===== config.mk =====
export PLATFORM = sky130hd
export DESIGN_NAME = dm_store_unit_flat
export DESIGN_NICKNAME = d
export VERILOG_FILES = /design/src/rtl/dm_store_unit_pkg.sv /design/src/rtl/dm_store_unit_if.sv /design/src/rtl/dm_store_unit_st_merge.sv /design/src/rtl/dm_store_unit.sv /design/src/flat_wrapper.sv
export SDC_FILE = /design/constraint.sdc
export NUM_CORES = 1
export LEC_CHECK = 0
export CAP_MARGIN = 25
export CORE_UTILIZATION = 41
export CTS_CLUSTER_SIZE = 10
export DETAILED_ROUTE_END_ITERATION = 8
export PLACE_DENSITY = 0.77
export SLEW_MARGIN = 0
export SYNTH_ARGS = -nofsm -noshare
export SYNTH_HDL_FRONTEND = slang
export SYNTH_SLANG_ARGS = --single-unit

===== constraint.sdc =====
create_clock -name clk -period 5 [get_ports clk]
set_input_delay 1.5 -clock clk [delete_from_list [all_inputs] [get_ports clk]]
set_output_delay 1.5 -clock clk [all_outputs]
set_load 0.05 [all_outputs]

===== src/rtl/dm_store_unit_pkg.sv =====
// Shared definitions for the store unit: MIPS store opcodes, FSM state encoding
// and opcode classification helpers.
package dm_store_unit_pkg;

  localparam logic [5:0] OP_SB = 6'b101000;
  localparam logic [5:0] OP_SH = 6'b101001;
  localparam logic [5:0] OP_SW = 6'b101011;

  typedef enum logic [2:0] {
    ST_IDLE  = 3'd0,
    ST_READ  = 3'd1,
    ST_MERGE = 3'd2,
    ST_WRITE = 3'd3,
    ST_DONE  = 3'd4
  } state_t;

  function automatic logic is_store(input logic [5:0] op);
    return (op == OP_SB) || (op == OP_SH) || (op == OP_SW);
  endfunction

  function automatic logic is_misaligned(input logic [5:0] op, input logic [1:0] addr_lo);
    return ((op == OP_SH) && addr_lo[0]) || ((op == OP_SW) && (addr_lo != 2'b00));
  endfunction

endpackage


===== src/rtl/dm_store_unit_if.sv =====
// Request/response and word-memory bus of the store unit.
// slave = the store unit, master = requester plus memory side.
interface dm_store_unit_if;
  logic        start;
  logic [5:0]  op;
  logic [31:0] addr;
  logic [31:0] wdata;
  logic        busy;
  logic        done;
  logic        err;
  logic [31:0] mem_addr;
  logic        mem_rd;
  logic        mem_wr;
  logic [31:0] mem_wdata;
  logic [31:0] mem_rdata;
  logic        mem_ready;

  modport slave (
    input  start, op, addr, wdata, mem_rdata, mem_ready,
    output busy, done, err, mem_addr, mem_rd, mem_wr, mem_wdata
  );

  modport master (
    output start, op, addr, wdata, mem_rdata, mem_ready,
    input  busy, done, err, mem_addr, mem_rd, mem_wr, mem_wdata
  );
endinterface


===== src/rtl/dm_store_unit_st_merge.sv =====
// Byte-lane merge for sub-word stores: overlays the store data onto the word read
// from memory. SH looks only at addr[1]; SW replaces every lane.
module st_merge
  import dm_store_unit_pkg::*;
(
  input  logic [5:0]  op_i,
  input  logic [1:0]  addr_lo_i,
  input  logic [31:0] old_i,
  input  logic [31:0] wdata_i,
  output logic [31:0] merged_o
);

  genvar gi;
  generate
    for (gi = 0; gi < 4; gi++) begin : g_lane
      localparam logic [1:0] LANE = 2'(gi);
      logic       sel;
      logic [7:0] src;

      always_comb begin
        sel = 1'b0;
        src = wdata_i[8*gi +: 8];
        if (op_i == OP_SB) begin
          sel = (addr_lo_i == LANE);
          src = wdata_i[7:0];
        end else if (op_i == OP_SH) begin
          sel = (addr_lo_i[1] == LANE[1]);
          src = wdata_i[8*(gi%2) +: 8];
        end else if (op_i == OP_SW) begin
          sel = 1'b1;
        end
      end

      assign merged_o[8*gi +: 8] = sel ? src : old_i[8*gi +: 8];
    end
  endgenerate

endmodule


===== src/rtl/dm_store_unit.sv =====
// Store unit turning SB/SH/SW into word-only memory traffic (read-modify-write
// for sub-word stores). Define DM_STORE_MISALIGN_CHECK_EN to reject misaligned SH/SW.
module dm_store_unit
  import dm_store_unit_pkg::*;
(
  input logic              clk,
  input logic              rst,
  dm_store_unit_if.slave   bus
);

  state_t      state_q, state_d;
  logic [5:0]  op_q, op_d;
  logic [31:0] addr_q, addr_d;
  logic [31:0] wdata_q, wdata_d;
  logic [31:0] rdata_q, rdata_d;
  logic [31:0] mem_wdata_q, mem_wdata_d;
  logic        err_q, err_d;
  logic [31:0] merged;
  logic        reject;

  st_merge u_merge (
    .op_i      (op_q),
    .addr_lo_i (addr_q[1:0]),
    .old_i     (rdata_q),
    .wdata_i   (wdata_q),
    .merged_o  (merged)
  );

  always_comb begin
    reject = !is_store(bus.op);
`ifdef DM_STORE_MISALIGN_CHECK_EN
    reject = reject | is_misaligned(bus.op, bus.addr[1:0]);
`endif
  end

  always_ff @(posedge clk or posedge rst) begin
    if (rst) begin
      state_q     <= ST_IDLE;
      op_q        <= '0;
      addr_q      <= '0;
      wdata_q     <= '0;
      rdata_q     <= '0;
      mem_wdata_q <= '0;
      err_q       <= 1'b0;
    end else begin
      state_q     <= state_d;
      op_q        <= op_d;
      addr_q      <= addr_d;
      wdata_q     <= wdata_d;
      rdata_q     <= rdata_d;
      mem_wdata_q <= mem_wdata_d;
      err_q       <= err_d;
    end
  end

  always_comb begin
    state_d     = state_q;
    op_d        = op_q;
    addr_d      = addr_q;
    wdata_d     = wdata_q;
    rdata_d     = rdata_q;
    mem_wdata_d = mem_wdata_q;
    err_d       = err_q;
    case (state_q)
      ST_IDLE: begin
        if (bus.start) begin
          op_d    = bus.op;
          addr_d  = bus.addr;
          wdata_d = bus.wdata;
          err_d   = reject;
          if (reject) begin
            state_d = ST_DONE;
          end else if (bus.op == OP_SW) begin
            // Full word needs no read; load the write data directly.
            mem_wdata_d = bus.wdata;
            state_d     = ST_WRITE;
          end else begin
            state_d = ST_READ;
          end
        end
      end
      ST_READ: begin
        if (bus.mem_ready) begin
          rdata_d = bus.mem_rdata;
          state_d = ST_MERGE;
        end
      end
      ST_MERGE: begin
        mem_wdata_d = merged;
        state_d     = ST_WRITE;
      end
      ST_WRITE: begin
        if (bus.mem_ready) state_d = ST_DONE;
      end
      ST_DONE:  state_d = ST_IDLE;
      default:  state_d = ST_IDLE;
    endcase
  end

  assign bus.busy      = (state_q != ST_IDLE);
  assign bus.done      = (state_q == ST_DONE);
  assign bus.err       = (state_q == ST_DONE) & err_q;
  assign bus.mem_rd    = (state_q == ST_READ);
  assign bus.mem_wr    = (state_q == ST_WRITE);
  assign bus.mem_addr  = {addr_q[31:2], 2'b00};
  assign bus.mem_wdata = mem_wdata_q;

endmodule

===== src/flat_wrapper.sv =====
// flat-port wrapper written by rule: the top's interface ports become plain ports
module dm_store_unit_flat import dm_store_unit_pkg::*;
  (clk, rst, bus_start, bus_op, bus_addr, bus_wdata, bus_mem_rdata, bus_mem_ready, bus_busy, bus_done, bus_err, bus_mem_addr, bus_mem_rd, bus_mem_wr, bus_mem_wdata);
  dm_store_unit_if bus_i ();
  input logic clk;
  input logic rst;
  input wire logic [$bits(bus_i.start)-1:0] bus_start;
  input wire logic [$bits(bus_i.op)-1:0] bus_op;
  input wire logic [$bits(bus_i.addr)-1:0] bus_addr;
  input wire logic [$bits(bus_i.wdata)-1:0] bus_wdata;
  input wire logic [$bits(bus_i.mem_rdata)-1:0] bus_mem_rdata;
  input wire logic [$bits(bus_i.mem_ready)-1:0] bus_mem_ready;
  output wire logic [$bits(bus_i.busy)-1:0] bus_busy;
  output wire logic [$bits(bus_i.done)-1:0] bus_done;
  output wire logic [$bits(bus_i.err)-1:0] bus_err;
  output wire logic [$bits(bus_i.mem_addr)-1:0] bus_mem_addr;
  output wire logic [$bits(bus_i.mem_rd)-1:0] bus_mem_rd;
  output wire logic [$bits(bus_i.mem_wr)-1:0] bus_mem_wr;
  output wire logic [$bits(bus_i.mem_wdata)-1:0] bus_mem_wdata;
  assign bus_i.start = bus_start;
  assign bus_i.op = bus_op;
  assign bus_i.addr = bus_addr;
  assign bus_i.wdata = bus_wdata;
  assign bus_i.mem_rdata = bus_mem_rdata;
  assign bus_i.mem_ready = bus_mem_ready;
  assign bus_busy = bus_i.busy;
  assign bus_done = bus_i.done;
  assign bus_err = bus_i.err;
  assign bus_mem_addr = bus_i.mem_addr;
  assign bus_mem_rd = bus_i.mem_rd;
  assign bus_mem_wr = bus_i.mem_wr;
  assign bus_mem_wdata = bus_i.mem_wdata;
  dm_store_unit u_core (.clk(clk), .rst(rst), .bus(bus_i));
endmodule

# After elaboration in Yosys (flattened, before gate mapping)
# Cells that the tools add are included.
dict set report classes {
  eq_ne 18
  n_mux 26
  bitwise_logic 2
  n_reduce_logical 11
}
# op n
set ops {}
lappend ops {{2-to-1 mux 32 bit} 3}
lappend ops {{2-to-1 mux 8 bit} 9}
lappend ops {{case mux 32 bit (2 select lines)} 1}
lappend ops {{equality test 6 bit, second input constant} 6}
lappend ops {{2-to-1 mux 3 bit} 4}
lappend ops {{case mux 3 bit (4 select lines)} 1}
lappend ops {{2-to-1 mux 1 bit} 7}
lappend ops {{equality test 3 x 2 -> 1 bit, second input constant} 2}
lappend ops {{!= test 2 bit, second input constant} 3}
lappend ops {{equality test 2 bit, second input constant} 2}
lappend ops {{!= test 2 x 1 -> 1 bit, second input constant} 2}
lappend ops {{AND reduction 2 bit} 2}
lappend ops {{AND reduction 4 bit} 1}
lappend ops {{equality test 3 x 1 -> 1 bit, second input constant} 1}
lappend ops {{equality test 3 bit, second input constant} 1}
lappend ops {{zero test 3 bit} 1}
lappend ops {{AND reduction 3 bit} 1}
lappend ops {{nonzero test 3 bit} 1}
lappend ops {{equality test 2 x 1 -> 1 bit, second input constant} 1}
lappend ops {{zero test 2 bit} 1}
lappend ops {{logical OR 1 bit} 2}
lappend ops {{2-to-1 mux 2 bit} 1}
lappend ops {{nonzero test 2 bit} 1}
lappend ops {{AND 1 bit} 1}
lappend ops {{2 further kinds} 2}
dict set report totals {
  register_bits 138
  out_inout_bits 69
}

# Depth between registers and ports, before layout
dict set report logic_depth {
  ltp_word 6
  mapped_depth 7
  depth_no_buf 4
}

# Modules after synthesis
# From an unflattened synthesis, not the netlist that was laid out.
dict set report unflattened {
  cells_unflattened 730
  hier_area_um2 6836.6
}
# module n_inst cells_per_inst area_per_inst_um2 seq_area_each_um2
set by_module_without_submodules {}
lappend by_module_without_submodules {dm_store_unit 1 619 6037.0 3453.3}
lappend by_module_without_submodules {st_merge 1 111 799.5 0.0}

# Least setup slack after synthesis
# No wires, ideal clock.
dict set report synth_timing {
  path_kind {register to output}
  from {register u_core.state_q[2]}
  to {output bus_mem_rd}
  arrival_time_ps 1707
  setup_slack_ps 1793
  stages_incl_launch_ff 3
  path_buffers 1
  path_cell_list {dfrtp_1 buf_2 nor3b_1}
}
dict set report synth_via {
  elab_chain_len 1
}
# element line
set synth_lines {}
lappend synth_lines {{from (decl)} dm_store_unit.sv:11} ;# state_t state_q, state_d;
lappend synth_lines {{from (signal assigned)} dm_store_unit.sv:46} ;# state_q <= state_d;
lappend synth_lines {{equality test 3 x 1 -> 1 bit} dm_store_unit.sv:103} ;# assign bus.mem_rd = (state_q == ST_READ);
lappend synth_lines {{to (decl)} flat_wrapper.sv:17} ;# output wire logic [$bits(bus_i.mem_rd)-1:0] bus_mem_rd;
# Every way passes these cells.

# Final worst setup path
dict set report layout_timing {
  from {register u_core.state_q[0]}
  to {output bus_err}
}
dict set report layout_via {
  elab_chain_len 2
}
# element line
set layout_lines {}
lappend layout_lines {{equality test 3 bit} dm_store_unit.sv:102} ;# assign bus.err = (state_q == ST_DONE) & err_q;
lappend layout_lines {{AND 1 bit} dm_store_unit.sv:102}
lappend layout_lines {{to (decl)} flat_wrapper.sv:15} ;# output wire logic [$bits(bus_i.err)-1:0] bus_err;
# Every way passes these cells.

==> results by group <==
Clocking
  • Clock sink total: 138
  • H-tree Lvls: 4
  • Worst-path clk slew: 0.06 ns
  • Root Buffer: clkbuf_16
  • CTS tree: built
  • Post-CTS Hold Buffers: 0
  • Setup bufs post-CTS: 0
  • CTS Buffer Depth: 2
  • CTS buffer count: 17
  • Resize count post-CTS: 0
  • Clk_lat worst skew: 0.42 ns

Synth
  • Combinational family with the most area after synthesis: multiplexers
  • Avg Inst Size Synth: 12.07 µm²
  • Synth warn: 0
  • Post-synth top area share: 52.70%
  • Multiplexer share of the synthesized area: 22.55%
  • Post-synthesis xor/xnor area fraction: 0.1337%
  • Post-Synth Adder-Cell Area: 0%
  • Seq cells post-synth: 138
  • Simple-gate share of the synthesized area: 8.822%
  • Post-Synthesis Cell Area: 6553 µm²
  • Sequential share of the synthesized area: 52.70%
  • Synth area leaders: dfrtp_1 53%, mux2_2 15%, mux2i_1 7.9%
  • Post-Synthesis Cells: 543
  • Biggest area consumer among synthesized cells: dfrtp_1
  • Yosys cell types: 43
  • Synth Area in Compound Gates: 7.848%

Critical path
  • R2R Setup Slk: 2.57 ns
  • Reg-to-Reg Start: u_core.state_q[0]
  • Critical-path maximum fanout: 10
  • Crit path from: u_core.state_q[0]
  • Critical path class: reg -> out
  • Reg2reg path depth: 4
  • Reg-to-reg critical path endpoint: u_core.wdata_q[30]
  • CP Capture Type: output port
  • WP data required: 3.50 ns
  • Data arrival, critical path: 2.21 ns
  • CP startpoint kind: flop

Cells and area
  • Final Util: 57.47%
  • Number of diodes: 0
  • Layout net count: 779
  • Most frequent cells in the layout: 172 x clkdlybuf4s50_1, 138 x dfrtp_1, 85 x mux2_2
  • Share of layout cells above drive strength 1: 19.42%
  • Most common cell after layout, fill and taps aside: clkdlybuf4s50_1
  • Synth-to-layout area growth: 35.31%

Detailed routing
  • Vias/cell: 5.271
  • First drt pass iteration count: 4
  • Remaining antenna violation count: 0
  • Remaining DRCs: 0
  • WL final: 16510 µm
  • Via count: 4723
  • Initial DRC Count: 335
  • Routed len/inst: 18.42 µm

STA
  • Setup violators final: 0
  • Max-slew violations: 0
  • RSZ-0062 raised after global routing: no
  • Fmax: 0.2699 GHz
  • Hold Vio Cnt, Final: 0
  • Worst Tran Pin Value: 0.8525 ns
  • Skew final: 0.01191 ns
  • Max transition margin: 43.17%
  • TNS Setup: 0 ns
  • Crit path time final: 3.705 ns
  • Tcrit/Tclk final: 74.11%

Floorplanning
  • Die ar.: 16490 µm²
  • Die Ht: 128.4 µm
  • I/O pins: 175
  • Core area: 15430 µm²
  • Die width: 128.4 µm
  • Initial Util: 42.47%
  • Std cell rows: 45

GRT
  • Initial antenna violation count: 0
  • Number of global-route vias before repair: 4936
  • First-pass GRT wire length: 25990 µm
  • Global route total overflow: 0
  • All-Layer GR Usage: 20.86%
  • Pin count of the biggest net entering global routing: 76

Power and ir drop
  • Cell Pwr Density: 744.9 nW/µm²
  • Leakage: 0.003829 µW
  • VDD IR max: 0.0003280 V

Job
  • Max-cap viol count: 0

Place
  • Dpl hpwl: 11570 µm
  • Placer Congestion: 0.7789
  • Buffers on Ports: 172

Min path
  • Hold Path End: u_core.addr_q[4]
  • Worst hold start: u_core.addr_q[4]
  • Worst min path class: reg -> reg
  • Worst hold path stage count: 1

Run status
  • Outcome: finished clean
worst max path at each step:
stage | to | slack (ns)
after detailed placement | u_core.wdata_q[6] | 1.10
after global routing | bus_err | 1.22
after floorplan | u_core.addr_q[0] | 1.78
after global placement | u_core.addr_q[30] | 1.18
final | bus_err | 1.29
after CTS | bus_err | 1.29
critical path: stages, from the launching register on:
cell and delay [ns]:
dfrtp_1 0.49, nor2_1 0.31, and3_1 0.20, clkdlybuf4s50_1 0.80
area by class of cell:
class / instances / area, µm²
inverters: 19 / 75.07
clock inverters: 11 / 192.7
well taps: 211 / 264.0
clock buffers: 20 / 466.7
fillers: 1289 / 6561
repair buffers: 180 / 1814
multi-input cells: 317 / 2600
flip-flops and latches: 138 / 3453
registers in the layout, indices dropped and copies added (netlist names):
signal and cells:
u_core.addr_q 32, u_core.bus.mem_wdata 32, u_core.err_q 1, u_core.op_q 6, u_core.rdata_q 32, u_core.state_q 3, u_core.wdata_q 32
cell usage after synthesis:
master	number
nand2_1	33
o221ai_4	1
mux2i_1	52
a21boi_0	1
or3b_1	1
mux2_2	85
a211oi_1	6
nand4_1	1
o21ba_2	1
nor2b_1	2
o21a_1	1
buf_1	2
a21oi_1	10
inv_1	18
buf_4	36
o21ai_0	26
o32a_1	8
nor4b_2	1
nand4_4	1
or4b_1	1
nand3b_1	1
xnor2_1	1
and4bb_2	2
dfrtp_1	138
and3_1	1
and4_1	1
conb_1	1
nand3_1	19
nor3_2	1
nand2b_1	1
or3_1	2
buf_6	3
clkbuf_1	9
nor3_1	12
and3b_1	1
nor3b_1	10
buf_2	20
nor2_1	11
nand4bb_1	1
clkinv_1	1
a221oi_1	10
and2_1	2
o221ai_1	8
logic make-up after synthesis:
logic type	count (synthesis)
compound gates	72
xor+xnor	1
mux	137
other cells	1
buf+inv	89
simple gates	105
flops	138
routing by layer:
layer / vias to the layer above / part of all wire [%] / wire, µm / global-route usage [%]
met2: 178 / 48 / 7929 / 33.93
met5: - / 0 / 0 / 0
met1: 2355 / 43 / 7156 / 26.33
li1: 2171 / - / - / -
met3: 19 / 7.5 / 1238 / 7.110
met4: 0 / 1.1 / 181 / 6.159
power by group:
part / internal (µW) / switching (µW)
combinational: 1290 / 1810
clock: 922 / 477
sequential: 1690 / 423
stage by stage:
| step | area, µm² | setup slack (ns) | hold slack, ns | instances | total power, µW |
|---|---|---|---|---|---|
| floorplan | 6560 | 1.779 | 0.4803 | 544 | 4390 |
| global placement | 8179 | 1.183 | 0.4890 | 864 | 5086 |
| detailed placement | 8207 | 1.105 | 0.4955 | 865 | 5231 |
| CTS | 8866 | 1.286 | 0.5075 | 896 | 6655 |
| global route | 8866 | 1.224 | 0.5201 | 896 | 6950 |
| finish | 8866 | 1.295 | 0.5027 | 896 | 6604 |
Note: power is estimated with default switching activity, not from simulation.
==> variant 1: new RTL, config.mk and constraints unchanged <==
The option `DM_STORE_MISALIGN_CHECK_EN` is turned on by a define.
--- a/src/rtl/dm_store_unit.sv
+++ b/src/rtl/dm_store_unit.sv
@@ -1,5 +1,7 @@
 // Store unit turning SB/SH/SW into word-only memory traffic (read-modify-write
 // for sub-word stores). Define DM_STORE_MISALIGN_CHECK_EN to reject misaligned SH/SW.
+`define DM_STORE_MISALIGN_CHECK_EN
+
 module dm_store_unit
   import dm_store_unit_pkg::*;
 (
Behaviour: not the same (a bounded check fails within 4 cycles, from zero or initial values and one cycle with rst high).
==> variant 1 against the original RTL <==
Final cell count grew 3.2%; worst setup slack worse by 0.051 ns; die area shrank 0.58%; sequential cell count stayed put; synthesized area shrank 0.59%; total power fell by 1.5%; wire length shrank 1.5%; final area down 1.4%; sequential share of layout area is 0.53 points higher.
==> variant 1: results (changes against the original RTL) <==
Placed design
  – Post-place instance area: 8150 µm² (-0.72%)
  – Placement Setup Slack: 0.821 ns (-0.284 ns)

Finish
  – Non-Filler Instances: 925 (+3.2%)
  – Inverters: 4 (-15)
  – FILL cells: 1278 (-0.85%)
  – Share of layout cells above drive strength 1: 18.2% (-1.2 points)
  – Clock buf count: 21 (+5.0%)

Synth
  – Post-synth top cells: dfrtp_1, nand2_1, mux2_2
  – Mapped Cells: 571 (+5.2%)
  – Largest cells by area after synthesis: dfrtp_1, mux2_2, nand2_1, mux2i_1, buf_4

STA
  – Skew final: 0.00691 ns (-0.00501 ns)
  – Tmin final: 3.76 ns (+0.0509 ns)

Global routing
  – Global-route wire length before repair: 25.4 mm (-2.3%)
  – All-layer global routing usage: 20.4% (-0.43 points)
  – Largest net degree at the start of global routing: 101 (+33%)
  – Routing usage on met3: 4.63% (-2.5 points)
  – Met2 Usage GRT: 32.9% (-1.1 points)

Run status
  – Status: completed

Power
  – Internal: 3.76 mW (-3.5%)
  – Pwr Density: 744 nW/µm² (about the same)
  – Peak supply drop: 0.000396 V (+21%)

Worst setup path
  – Worst Path Arrival: 4.06 ns (+1.85 ns)

Detailed routing
  – Initial drt markers: 232 (-31%)
  – Vias per std cell: 5.21 (-1.1%)
  – Wire length per cell: 17.6 µm (-4.6%)
[variant 1: changes by cell type in the layout (fill, tap and decap cells not counted), moves of 10 or more]
cell,delta
nor3_1,-12
mux2i_1,-10
nor2_1,+22
nand2_1,+82
mux2_2,-16
o21ai_0,-15
nand3_1,-16
inv_1,-16
[variant 1: how the worst min path moves through the flow]
stage | from | end | slack [ns] | depth (start not counted)
after floorplan | u_core.op_q[5] | u_core.op_q[5] | 0.44 | 2
after global placement | u_core.op_q[5] | u_core.op_q[5] | 0.45 | 2
after detailed placement | u_core.wdata_q[26] | u_core.wdata_q[26] | 0.47 | 2
after CTS | u_core.wdata_q[26] | u_core.wdata_q[26] | 0.48 | 2
after global routing | u_core.wdata_q[26] | u_core.wdata_q[26] | 0.49 | 2
final | u_core.wdata_q[18] | u_core.wdata_q[18] | 0.48 | 2
[variant 1: per-layer routing]
layer / part of all wire, % / routed length, µm
met1: 45 / 7310
met2: 48 / 7730
met3: 5.3 / 869
met4: 2.2 / 350
met5: 0 / 0
==> variant 2: new RTL, config.mk and constraints unchanged <==
Made on the original files. Take the reset off `op_q`, `addr_q`, `wdata_q`, `rdata_q` and `mem_wdata_q` and load them in a clocked block of their own.
--- a/src/rtl/dm_store_unit.sv
+++ b/src/rtl/dm_store_unit.sv
@@ -36,21 +36,19 @@
   always_ff @(posedge clk or posedge rst) begin
     if (rst) begin
       state_q     <= ST_IDLE;
-      op_q        <= '0;
-      addr_q      <= '0;
-      wdata_q     <= '0;
-      rdata_q     <= '0;
-      mem_wdata_q <= '0;
       err_q       <= 1'b0;
     end else begin
       state_q     <= state_d;
-      op_q        <= op_d;
-      addr_q      <= addr_d;
-      wdata_q     <= wdata_d;
-      rdata_q     <= rdata_d;
-      mem_wdata_q <= mem_wdata_d;
       err_q       <= err_d;
     end
+  end
+
+  always_ff @(posedge clk) begin
+    op_q        <= op_d;
+    addr_q      <= addr_d;
+    wdata_q     <= wdata_d;
+    rdata_q     <= rdata_d;
+    mem_wdata_q <= mem_wdata_d;
   end
 
   always_comb begin
Formal check against the unedited RTL: not equivalent (a bounded check fails within 4 cycles, from zero or initial values and one cycle with rst high).
==> variant 2 against the original RTL <==
Global-route usage is 1.1 points lower; sequential share of layout area increased by 13 points; final area shrank 9.6%; wire length fell by 20%; sequential cell count unchanged; worst setup slack lost 0.038 ns; synthesized area down 14%; critical endpoint unchanged.
Power is not compared: it rests on default switching activity, and its combinational part moved more than twofold at a synthesized area within 25%.
==> variant 2: results (changes against the original RTL) <==
Power
  – Peak supply drop: 0.000328 V
  – Comb power: approximately 1.5 mW
  – Sw Ratio: 34.1%

Detailed routing
  – Initial drt markers: 299 (-11%)
  – Vias per std cell: 5.09 (-3.5%)
  – Wire length per cell: 18.7 µm (+1.7%)

Synth
  – Post-synth EDFFs: 134 (+134)
  – Post-synthesis cell type count: 50 (+16%)
  – Largest cells by area after synthesis: edfxtp_1, buf_4, mux2i_1, dfrtp_1, a221o_1
  – Fraction of registers with async set/reset: 2.90% (-97 points)
  – Mapped Cells: 366 (-33%)
  – Post-synth top cells: edfxtp_1, buf_4, nand2_1
  – Sequential-to-total area share from yosys stat: 73.0% (+20 points)

Placed design
  – PortBufs: 172 (unchanged)
  – Post-place instance area: 7320 µm² (-11%)
  – Dpl cells: 670 (-23%)
  – HPWL Detailed: 9.08 mm (-22%)
  – Placement Setup Slack: 1.36 ns (+0.252 ns)
  – Gpl congestion: 0.792 (+1.7%)

Clock tree
  – Number of CTS-inserted buffers: 17 (unchanged)
  – Clk pin slew, worst setup/hold paths: 0.06 ns (about the same)
  – Htree depth: 4 (unchanged)
  – Post-CTS Setup Bufs: 0 (unchanged)
  – Worst skew pair latency: 0.42 ns (about the same)
  – Resized Gates After CTS: 0 (unchanged)

Finish
  – Syn-to-layout area delta: 41.8%
  – N_diodes: 0 (unchanged)
  – FILL cells: 1038 (-19%)
  – Non-Filler Instances: 702 (-22%)
  – Final nets: 619 (-21%)
  – Share of layout cells above drive strength 1: 9.51% (-9.9 points)

Global routing
  – Largest net degree at the start of global routing: 73 (-3.9%)
  – All-layer global routing usage: 19.7% (-1.1 points)
  – Vias in the first global route: 3720 (-25%)
  – Global-route wire length before repair: 20.3 mm (-22%)

Worst setup path
  – CP max FO: 10 (unchanged)
  – Slowest CP cell: clkdlybuf4s50_1
  – Worst Path Arrival: 2.24 ns (+0.03 ns)

STA
  – Slew HR: 37.8% (-5.4 points)
  – Skew final: 0.00788 ns (-0.00404 ns)

Run status
  – Status: completed
-- variant 2: changes by cell type after synthesis, sizes merged, moves of 9 or more --
cell	before	now
buf	61	41
nor2	11	20
nor3	13	3
mux2i	52	14
mux2	85	4
a221oi	10	1
nand2	33	21
dfrtp	138	4
nand3	19	4
o21ai	26	14
edfxtp	0	134
-- variant 2: cells by family (layout without fill, tap and decap cells) --
kind of cell	Yosys count	count (layout)	share of synthesized area [%]
multiplexers	18	18	3.28
AO/OA/AOI/OAI	73	73	9.65
buffers and inverters	66	225	6.93
XOR/XNOR	1	1	0.155
other	1	2	0.0664
AND/OR/NAND/NOR	69	69	6.93
flip-flops	138	138	73.0
-- variant 2: per-layer routing --
metal / GRT usage (%) / wire (µm) / share of wire, % / up-vias
met2: 33.2 / 6750 / 51 / 161
met1: 23.3 / 5100 / 39 / 1726
li1: - / - / - / 1671
met5: 0 / 0 / 0 / -
met4: 8.75 / 167 / 1.3 / 0
met3: 5.94 / 1130 / 8.6 / 12
-- variant 2: final cells by class --
type                    count  area share, %
clock buffers              17           5.31
well taps                 176           2.75
repair buffers            176           22.0
multi-input cells         163           14.3
clock inverters            15           3.37
inverters                  17          0.797
flip-flops and latches    138           51.5
-- variant 2: worst paths after layout --
kind,startpoint,to,slack (ns),cells after the start
min in group asynchronous,rst,u_core.state_q[1],1.29,2
setup reg to reg,u_core.op_q[1],u_core.bus.mem_wdata[7],2.37,4
setup / recovery,u_core.state_q[0],bus_err,1.26,3
hold reg to reg,u_core.rdata_q[9],u_core.bus.mem_wdata[9],0.55,1
max in group asynchronous,rst,u_core.state_q[0],3.56,2
hold / removal,u_core.rdata_q[9],u_core.bus.mem_wdata[9],0.55,1
